==> src/rtl/unified_mem_arbiter_pkg.sv <==
// mem_arb_pkg: shared FSM state and owner encodings for the unified memory arbiter
package mem_arb_pkg;
  typedef enum logic [1:0] {IDLE, REQ, RESP} state_t;
  localparam logic OWNER_IF = 1'b0;
  localparam logic OWNER_LS = 1'b1;
endpackage

==> src/rtl/unified_mem_arbiter_if.sv <==
// unified_mem_arbiter_if: request/ready + response-valid bus between arbiter (master) and memory (slave)
interface unified_mem_arbiter_if #(
  parameter int ADDR_W = 32,
  parameter int DATA_W = 32
);
  logic              mem_req;
  logic              mem_we;
  logic [ADDR_W-1:0] mem_addr;
  logic [DATA_W-1:0] mem_wdata;
  logic              mem_ready;
  logic              mem_rvalid;
  logic [DATA_W-1:0] mem_rdata;
  modport master (output mem_req, mem_we, mem_addr, mem_wdata, input mem_ready, mem_rvalid, mem_rdata);
  modport slave (input mem_req, mem_we, mem_addr, mem_wdata, output mem_ready, mem_rvalid, mem_rdata);
endinterface

==> src/rtl/unified_mem_arbiter.sv <==
// unified_mem_arbiter: shares one memory port between IF and LS with LS priority and IF starvation guard
module unified_mem_arbiter
  import mem_arb_pkg::*;
#(
  parameter int ADDR_W     = 32,
  parameter int DATA_W     = 32,
  parameter int STARVE_MAX = 4
) (
  input  logic              clk,
  input  logic              rst,
  input  logic              if_req,
  input  logic [ADDR_W-1:0] if_addr,
  output logic              if_gnt,
  output logic              if_rvalid,
  output logic [DATA_W-1:0] if_rdata,
  input  logic              ls_req,
  input  logic              ls_we,
  input  logic [ADDR_W-1:0] ls_addr,
  input  logic [DATA_W-1:0] ls_wdata,
  output logic              ls_gnt,
  output logic              ls_rvalid,
  output logic [DATA_W-1:0] ls_rdata,
  unified_mem_arbiter_if.master mem
);
  localparam int CW = $clog2(STARVE_MAX + 1);
  localparam logic [CW-1:0] SMAX = CW'(STARVE_MAX);
  state_t            r_state;
  logic              r_owner;
  logic [CW-1:0]     r_starve_cnt;
  logic              r_req;
  logic              r_we;
  logic [ADDR_W-1:0] r_addr;
  logic [DATA_W-1:0] r_wdata;
  logic              w_arb;
  logic              w_ls_win;
  logic              w_if_win;
  logic              w_resp;
  // LS wins whenever it asks, except when IF has been passed over STARVE_MAX times in a row
  function automatic logic pick_ls(input logic i_if, input logic i_ls, input logic [CW-1:0] i_cnt);
    return i_ls && !(i_if && i_cnt == SMAX);
  endfunction
  // Arbitration happens in IDLE and in the response cycle so back-to-back accesses lose no cycle
  always_comb begin
    w_resp    = r_state == RESP && mem.mem_rvalid;
    w_arb     = r_state == IDLE || w_resp;
    w_ls_win  = w_arb && pick_ls(if_req, ls_req, r_starve_cnt);
    w_if_win  = w_arb && if_req && !w_ls_win;
    if_gnt    = w_if_win;
    ls_gnt    = w_ls_win;
    if_rvalid = w_resp && r_owner == OWNER_IF;
    ls_rvalid = w_resp && r_owner == OWNER_LS;
    if_rdata  = mem.mem_rdata;
    ls_rdata  = mem.mem_rdata;
  end
  assign mem.mem_req   = r_req;
  assign mem.mem_we    = r_we;
  assign mem.mem_addr  = r_addr;
  assign mem.mem_wdata = r_wdata;
  // Transaction FSM: capture the winner, hold the request until accepted, then wait for the response
  always_ff @(posedge clk) begin
    if (rst) begin
      r_state <= IDLE;
      r_owner <= OWNER_IF;
      r_req   <= 1'b0;
      r_we    <= 1'b0;
      r_addr  <= '0;
      r_wdata <= '0;
    end else if (w_ls_win || w_if_win) begin
      r_state <= REQ;
      r_owner <= w_ls_win ? OWNER_LS : OWNER_IF;
      r_req   <= 1'b1;
      r_we    <= w_ls_win && ls_we;
      r_addr  <= w_ls_win ? ls_addr : if_addr;
      r_wdata <= w_ls_win ? ls_wdata : '0;
    end else if (w_arb) begin
      r_state <= IDLE;
    end else if (r_state == REQ && mem.mem_ready) begin
      r_state <= RESP;
      r_req   <= 1'b0;
    end
  end
  // Count contested LS wins; an IF win resets the streak
  always_ff @(posedge clk) begin
    if (rst || w_if_win) r_starve_cnt <= '0;
    else if (w_ls_win && if_req) r_starve_cnt <= r_starve_cnt + 1'b1;
  end
endmodule

==> src/flat_wrapper.sv <==
// flat-port wrapper written by rule: the top's interface ports become plain ports
module unified_mem_arbiter_flat import mem_arb_pkg::*;
#(
  parameter int ADDR_W     = 32,
  parameter int DATA_W     = 32,
  parameter int STARVE_MAX = 4
)
  (clk, rst, if_req, if_addr, if_gnt, if_rvalid, if_rdata, ls_req, ls_we, ls_addr, ls_wdata, ls_gnt, ls_rvalid, ls_rdata, mem_mem_req, mem_mem_we, mem_mem_addr, mem_mem_wdata, mem_mem_ready, mem_mem_rvalid, mem_mem_rdata);
  unified_mem_arbiter_if #(.ADDR_W(ADDR_W), .DATA_W(DATA_W)) mem_i ();
  input  logic clk;
  input  logic rst;
  input  logic if_req;
  input  logic [ADDR_W-1:0] if_addr;
  output logic if_gnt;
  output logic if_rvalid;
  output logic [DATA_W-1:0] if_rdata;
  input  logic ls_req;
  input  logic ls_we;
  input  logic [ADDR_W-1:0] ls_addr;
  input  logic [DATA_W-1:0] ls_wdata;
  output logic ls_gnt;
  output logic ls_rvalid;
  output logic [DATA_W-1:0] ls_rdata;
  output wire logic [$bits(mem_i.mem_req)-1:0] mem_mem_req;
  output wire logic [$bits(mem_i.mem_we)-1:0] mem_mem_we;
  output wire logic [$bits(mem_i.mem_addr)-1:0] mem_mem_addr;
  output wire logic [$bits(mem_i.mem_wdata)-1:0] mem_mem_wdata;
  input wire logic [$bits(mem_i.mem_ready)-1:0] mem_mem_ready;
  input wire logic [$bits(mem_i.mem_rvalid)-1:0] mem_mem_rvalid;
  input wire logic [$bits(mem_i.mem_rdata)-1:0] mem_mem_rdata;
  assign mem_mem_req = mem_i.mem_req;
  assign mem_mem_we = mem_i.mem_we;
  assign mem_mem_addr = mem_i.mem_addr;
  assign mem_mem_wdata = mem_i.mem_wdata;
  assign mem_i.mem_ready = mem_mem_ready;
  assign mem_i.mem_rvalid = mem_mem_rvalid;
  assign mem_i.mem_rdata = mem_mem_rdata;
  unified_mem_arbiter #(.ADDR_W(ADDR_W), .DATA_W(DATA_W), .STARVE_MAX(STARVE_MAX)) u_core (.clk(clk), .rst(rst), .if_req(if_req), .if_addr(if_addr), .if_gnt(if_gnt), .if_rvalid(if_rvalid), .if_rdata(if_rdata), .ls_req(ls_req), .ls_we(ls_we), .ls_addr(ls_addr), .ls_wdata(ls_wdata), .ls_gnt(ls_gnt), .ls_rvalid(ls_rvalid), .ls_rdata(ls_rdata), .mem(mem_i));
endmodule
==> config.mk <==
export PLATFORM = sky130hd
export DESIGN_NAME = unified_mem_arbiter_flat
export DESIGN_NICKNAME = d
export VERILOG_FILES = /design/src/rtl/unified_mem_arbiter_pkg.sv /design/src/rtl/unified_mem_arbiter_if.sv /design/src/rtl/unified_mem_arbiter.sv /design/src/flat_wrapper.sv
export SDC_FILE = /design/constraint.sdc
export NUM_CORES = 1
export LEC_CHECK = 0
export CORE_MARGIN = 10
export CORE_UTILIZATION = 39
export DETAILED_ROUTE_END_ITERATION = 8
export PLACE_DENSITY = 0.88
export SLEW_MARGIN = 20
export SYNTH_ARGS = -nofsm -noshare
export SYNTH_HDL_FRONTEND = slang
export SYNTH_SLANG_ARGS = --single-unit
==> constraint.sdc <==
create_clock -name clk -period 2.2 [get_ports clk]
set_clock_uncertainty 0.05 [all_clocks]
set_input_delay 0.44 -clock clk [delete_from_list [all_inputs] [get_ports clk]]
set_output_delay 0.44 -clock clk [all_outputs]
set_load 0.005 [all_outputs]
==> report_table.html <==
<table>
<tr><th>Metric</th><th>Value</th></tr>
<tr><th colspan="2">STA</th></tr>
<tr><td>Number of endpoints with negative hold slack in the final report</td><td>0</td></tr>
<tr><td>Ratio of final minimum period to clock period</td><td>95.00%</td></tr>
<tr><td>Pins Over Slew Limit</td><td>0</td></tr>
<tr><td># setup viols final</td><td>0</td></tr>
<tr><td>Setup repair after global routing missed its margin</td><td>false</td></tr>
<tr><td>Setup total negative slack</td><td>0 ns</td></tr>
<tr><td>Maximum clock rate</td><td>478.5 MHz</td></tr>
<tr><td>Slew of the pin with the lowest slew margin</td><td>0.7490 ns</td></tr>
<tr><td>Min cycle time layout</td><td>2.090 ns</td></tr>
<tr><td>Post-route setup slack</td><td>0.1100 ns</td></tr>
<tr><td>Worst-case headroom to the max-slew limit</td><td>50.07%</td></tr>
<tr><td>Worst hold margin</td><td>0.4125 ns</td></tr>
<tr><th colspan="2">Synthesis</th></tr>
<tr><td>Count of flip-flops with a built-in enable after synthesis</td><td>0</td></tr>
<tr><td>Top cells by area, synth</td><td>sky130_fd_sc_hd__dfxtp_1 37%, sky130_fd_sc_hd__buf_4 13%, sky130_fd_sc_hd__a311oi_1 7.2%</td></tr>
<tr><td>Adder and majority gate portion of the synthesized area</td><td>0.6437%</td></tr>
<tr><td>Post-synthesis share of cell area spent on and, or, nand and nor gates</td><td>18.51%</td></tr>
<tr><td>Total nets after synthesis</td><td>602</td></tr>
<tr><td>Synth Cell Area</td><td>3887 um^2</td></tr>
<tr><td>Main flop type after synthesis</td><td>sky130_fd_sc_hd__dfxtp_1</td></tr>
<tr><td>Share of flip-flops with an asynchronous set or reset after synthesis</td><td>0%</td></tr>
<tr><td>Post-Synth XOR/XNOR Area</td><td>0%</td></tr>
<tr><td>Flip-flop and latch count after synthesis</td><td>72</td></tr>
<tr><td>Compound-cell area share of the yosys netlist</td><td>23.79%</td></tr>
<tr><td>Yosys top cell area share</td><td>37.08%</td></tr>
<tr><td>Cell type with the highest aggregate area in the netlist</td><td>sky130_fd_sc_hd__dfxtp_1</td></tr>
<tr><td>Largest family of logic cells by synthesized area</td><td>compound AO/OA/AOI/OAI gates</td></tr>
<tr><td>Sequential share of the synthesized area</td><td>37.08%</td></tr>
<tr><td>YS warnings</td><td>0</td></tr>
<tr><td>Distinct cells, synth</td><td>30</td></tr>
<tr><td>Mean cell area of the mapped netlist</td><td>8.360 um^2</td></tr>
<tr><td>Cells after synthesis</td><td>465</td></tr>
<tr><td>Portion of netlist area occupied by mux cells</td><td>0%</td></tr>
<tr><th colspan="2">Clock tree</th></tr>
<tr><td>TritonCTS sink count</td><td>72</td></tr>
<tr><td>Clock insertion delay at the later pin of the skew report</td><td>0.34 ns</td></tr>
<tr><td>Clock transition at the registers of the reported paths</td><td>0.08 ns</td></tr>
<tr><td>Buffer levels on the longest clock path</td><td>2</td></tr>
<tr><td>Clock root buffer</td><td>sky130_fd_sc_hd__clkbuf_8</td></tr>
<tr><td>Cts bufs inserted</td><td>9</td></tr>
<tr><td>Clock tree from TritonCTS</td><td>yes</td></tr>
<tr><td>H-Tree Level Count</td><td>3</td></tr>
<tr><th colspan="2">Placement</th></tr>
<tr><td>Final RePlAce weighted congestion</td><td>0.7735</td></tr>
<tr><td>Worst slack, placed</td><td>-0.3031 ns</td></tr>
<tr><td>Half-perimeter wire length of the detailed placement result</td><td>9661 um</td></tr>
<tr><td>Port-buffer cells</td><td>172</td></tr>
<tr><td>Post-placement cell count</td><td>661</td></tr>
<tr><th colspan="2">Global routing</th></tr>
<tr><td>Via count of the first global-routing pass</td><td>4039</td></tr>
<tr><td>Leftover overflow at the end of global routing</td><td>0</td></tr>
<tr><td>Maximum number of pins on one net before global-route repair</td><td>73</td></tr>
<tr><td>Overall track demand over capacity in global routing</td><td>18.26%</td></tr>
<tr><td>First-pass GRT wire length</td><td>21780 um</td></tr>
<tr><td>Number of antenna violations at the first check in global routing</td><td>0</td></tr>
<tr><th colspan="2">Routing</th></tr>
<tr><td>Total DRC errors in the routed layout</td><td>0</td></tr>
<tr><td>Drt total wl</td><td>13910 um</td></tr>
<tr><td>First-pass detailed-route iteration total</td><td>5</td></tr>
<tr><td>First-iteration detailed-routing DRC count</td><td>509</td></tr>
<tr><td>Count of antenna-violating nets left after detailed routing</td><td>0</td></tr>
<tr><td>Detailed-route vias per instance</td><td>5.960</td></tr>
<tr><td>Average wire length per cell after detail routing</td><td>20.58 um</td></tr>
<tr><td>Total via count after detailed routing</td><td>4029</td></tr>
<tr><th colspan="2">Critical path</th></tr>
<tr><td>Buffering stage count on the worst path with inverters included</td><td>2</td></tr>
<tr><td>Biggest fanout along the worst timing path</td><td>69</td></tr>
<tr><td>Startpoint of the lowest-slack register-to-register path</td><td>u_core.r_state[1]</td></tr>
<tr><td>FF-to-FF path depth</td><td>5</td></tr>
<tr><td>R2R setup slack</td><td>0.28 ns</td></tr>
<tr><td>Arr. time, crit path</td><td>2.28 ns</td></tr>
<tr><td>Kind of critical path</td><td>in -&gt; reg</td></tr>
<tr><td>CP Cell Sequence</td><td>clkdlybuf4s50_1 &gt; nand2b_2 &gt; buf_4 &gt; nand3_1 &gt; a311oi_1</td></tr>
<tr><td>Worst reg2reg path endpoint</td><td>u_core.mem.mem_addr[13]</td></tr>
<tr><td>Kind of end point of the critical path</td><td>flop</td></tr>
<tr><td>Delay of the slowest cell on the worst path</td><td>0.58 ns</td></tr>
<tr><td>Startpoint kind of the worst setup timing path</td><td>input pin</td></tr>
<tr><td>CP max-delay cell</td><td>sky130_fd_sc_hd__buf_4</td></tr>
<tr><td>Endpoint required time on the critical path</td><td>2.39 ns</td></tr>
<tr><td>Top cell family by delay on the critical path</td><td>buffers and inverters</td></tr>
<tr><th colspan="2">Floorplan</th></tr>
<tr><td>Number of primary I/O pins</td><td>269</td></tr>
<tr><td>Starting utilization of the core area</td><td>39.96%</td></tr>
<tr><td>Row count</td><td>36</td></tr>
<tr><td>Width of the chip</td><td>119.8 um</td></tr>
<tr><td>Area of the placeable core</td><td>9729 um^2</td></tr>
<tr><td>Area of the die</td><td>14360 um^2</td></tr>
<tr><td>Height of the die</td><td>119.8 um</td></tr>
<tr><th colspan="2">Worst hold path</th></tr>
<tr><td>Worst Min Path Start</td><td>u_core.mem.mem_req</td></tr>
<tr><td>Depth of the worst hold-timing path</td><td>2</td></tr>
<tr><td>Worst min path class</td><td>reg -&gt; reg</td></tr>
<tr><td>Hold EP</td><td>u_core.mem.mem_req</td></tr>
<tr><th colspan="2">Final layout</th></tr>
<tr><td>Nets</td><td>676</td></tr>
<tr><td>Layout cells sized above 1</td><td>7.551%</td></tr>
<tr><td>Multi-input gate area</td><td>1693 um^2</td></tr>
<tr><td>Area occupied by registers</td><td>1441 um^2</td></tr>
<tr><td>Relative area change from synthesis to final layout</td><td>39.40%</td></tr>
<tr><td>Number of inserted diodes</td><td>0</td></tr>
<tr><td>Fill count</td><td>840</td></tr>
<tr><td>Number of cells in the finished layout apart from fillers</td><td>676</td></tr>
<tr><th colspan="2">Job</th></tr>
<tr><td>Max-capacitance violation count</td><td>0</td></tr>
<tr><th colspan="2">Pwr</th></tr>
<tr><td>Total design power</td><td>3.482 mW</td></tr>
<tr><td>Worst voltage drop across the vdd grid</td><td>0.4224 mV</td></tr>
<tr><td>Power density over the cells</td><td>642.5 nW/um^2</td></tr>
<tr><td>Cell leakage power</td><td>1.902 nW</td></tr>
<tr><th colspan="2">Run status</th></tr>
<tr><td>Result of the run</td><td>finished clean</td></tr>
</table>
==> layout make-up <==
type                       count  share of cell area, %
clock buffer                  10                  2.540
multi-input combinational    265                  31.24
timing repair buffer         187                  34.77
clock inverter                 5                  1.501
tap                          133                  3.071
sequential                    72                  26.60
inverter                       4                 0.2771
==> sequential cells by signal, summed over array words and instances, names as in the netlist <==
name,count
u_core.mem.mem_addr,32
u_core.mem.mem_req,1
u_core.mem.mem_wdata,32
u_core.mem.mem_we,1
u_core.r_owner,1
u_core.r_starve_cnt,3
u_core.r_state,2
==> logic make-up (layout without fill, tap and decap cells) <==
| group | count (synthesis) | count (layout) |
|---|---|---|
| fa+ha+maj | 2 | 2 |
| flops | 72 | 72 |
| simple gates | 120 | 120 |
| compound gates | 143 | 143 |
| buf+inv | 128 | 206 |
==> placed cells by master, fill, tap and decap left out, drive strengths merged <==
master         netlist  routed
nor2b                3       3
nand2                3       3
or4                  1       1
bufinv               0       2
clkinvlp             0       1
dfxtp               72      72
nand2b               3       3
nor3                 3       3
a21oi               39      39
a21boi               1       1
nor2                 1       1
clkdlybuf4s50        0     165
a31oi                1       1
o31ai               34      34
clkinv               0       2
clkbuf              29      10
and3                 1       1
a311oi              32      32
or3                  1       1
nand3b               1       1
o21ai               36      36
dlygate4sd2          0       6
nor4                32      32
buf                 95      16
nand3               34      34
ha                   2       2
inv                  4       4
nor3b                2       2
nand4               35      35
==> what timing repair did <==
action,in CTS,in global routing
gates cloned,0,0
hold buffers,0,0
resized for setup,9,1
setup buffers,0,0
pin swaps,0,1
endpoints found under the setup margin,4,1
==> worst max-delay path by stage <==
stage                                       from  depth (start not counted)                     end
after global placement                    ls_req                          4                  if_gnt
after detailed placement                  ls_req                          4                  if_gnt
final                             mem_mem_rvalid                          5  u_core.mem.mem_addr[3]
after floorplan           u_core.r_starve_cnt[0]                          6                  ls_gnt
after CTS                 u_core.r_starve_cnt[0]                          6                  ls_gnt
after global routing      u_core.r_starve_cnt[0]                          5                  if_gnt
==> synthesized netlist by cell type (3+ instances only) <==
library cell / count
sky130_fd_sc_hd__nand3_1: 33
sky130_fd_sc_hd__nand2_1: 3
sky130_fd_sc_hd__nand4_1: 35
sky130_fd_sc_hd__nor4_1: 32
sky130_fd_sc_hd__o31ai_1: 34
sky130_fd_sc_hd__o21ai_1: 6
sky130_fd_sc_hd__a311oi_1: 32
sky130_fd_sc_hd__buf_2: 27
sky130_fd_sc_hd__inv_1: 4
sky130_fd_sc_hd__dfxtp_1: 72
sky130_fd_sc_hd__a21oi_1: 39
sky130_fd_sc_hd__nor3_1: 3
sky130_fd_sc_hd__clkbuf_1: 29
sky130_fd_sc_hd__o21ai_0: 30
sky130_fd_sc_hd__buf_4: 66
==> where the power goes <==
group / switching (mW) / total (mW) / internal [mW] / leakage (nW)
Sequential: 0.0573 / 1.47 / 1.41 / 0.594
Clock: 0.505 / 1.17 / 0.663 / 0.108
Combinational: 0.367 / 0.843 / 0.476 / 1.20
==> layer usage <==
| layer | wire length, um | vias to the layer above | share of wire [%] | track usage (%) |
|---|---|---|---|---|
| met5 | 0 | - | 0 | 0 |
| met4 | 393 | 0 | 2.8 | 7.843 |
| met3 | 1555 | 44 | 11 | 7.782 |
| met2 | 6381 | 246 | 46 | 29.02 |
| met1 | 5583 | 1887 | 40 | 21.07 |
| li1 | - | 1852 | - | - |
==> per-stage QoR <==
| step | instance area, um^2 | util (%) |
|---|---|---|
| 3_5_place_dp | 5194 | 53.38 |
| 2_1_floorplan | 3887 | - |
| 5_1_grt | 5419 | 55.70 |
| 4_1_cts | 5414 | 55.65 |
| 6_report | 5419 | 55.70 |
| 3_3_place_gp | 5194 | 53.38 |
==> worst register-to-register path, stage by stage, from the launching register on <==
cell and delay [ns]:
sky130_fd_sc_hd__dfxtp_1 0.43, sky130_fd_sc_hd__nor2b_4 0.19, sky130_fd_sc_hd__buf_4 0.23, sky130_fd_sc_hd__buf_4 0.44
sky130_fd_sc_hd__o21ai_0 0.22, sky130_fd_sc_hd__a311oi_1 0.27
Power figures use the tool's default switching activity.
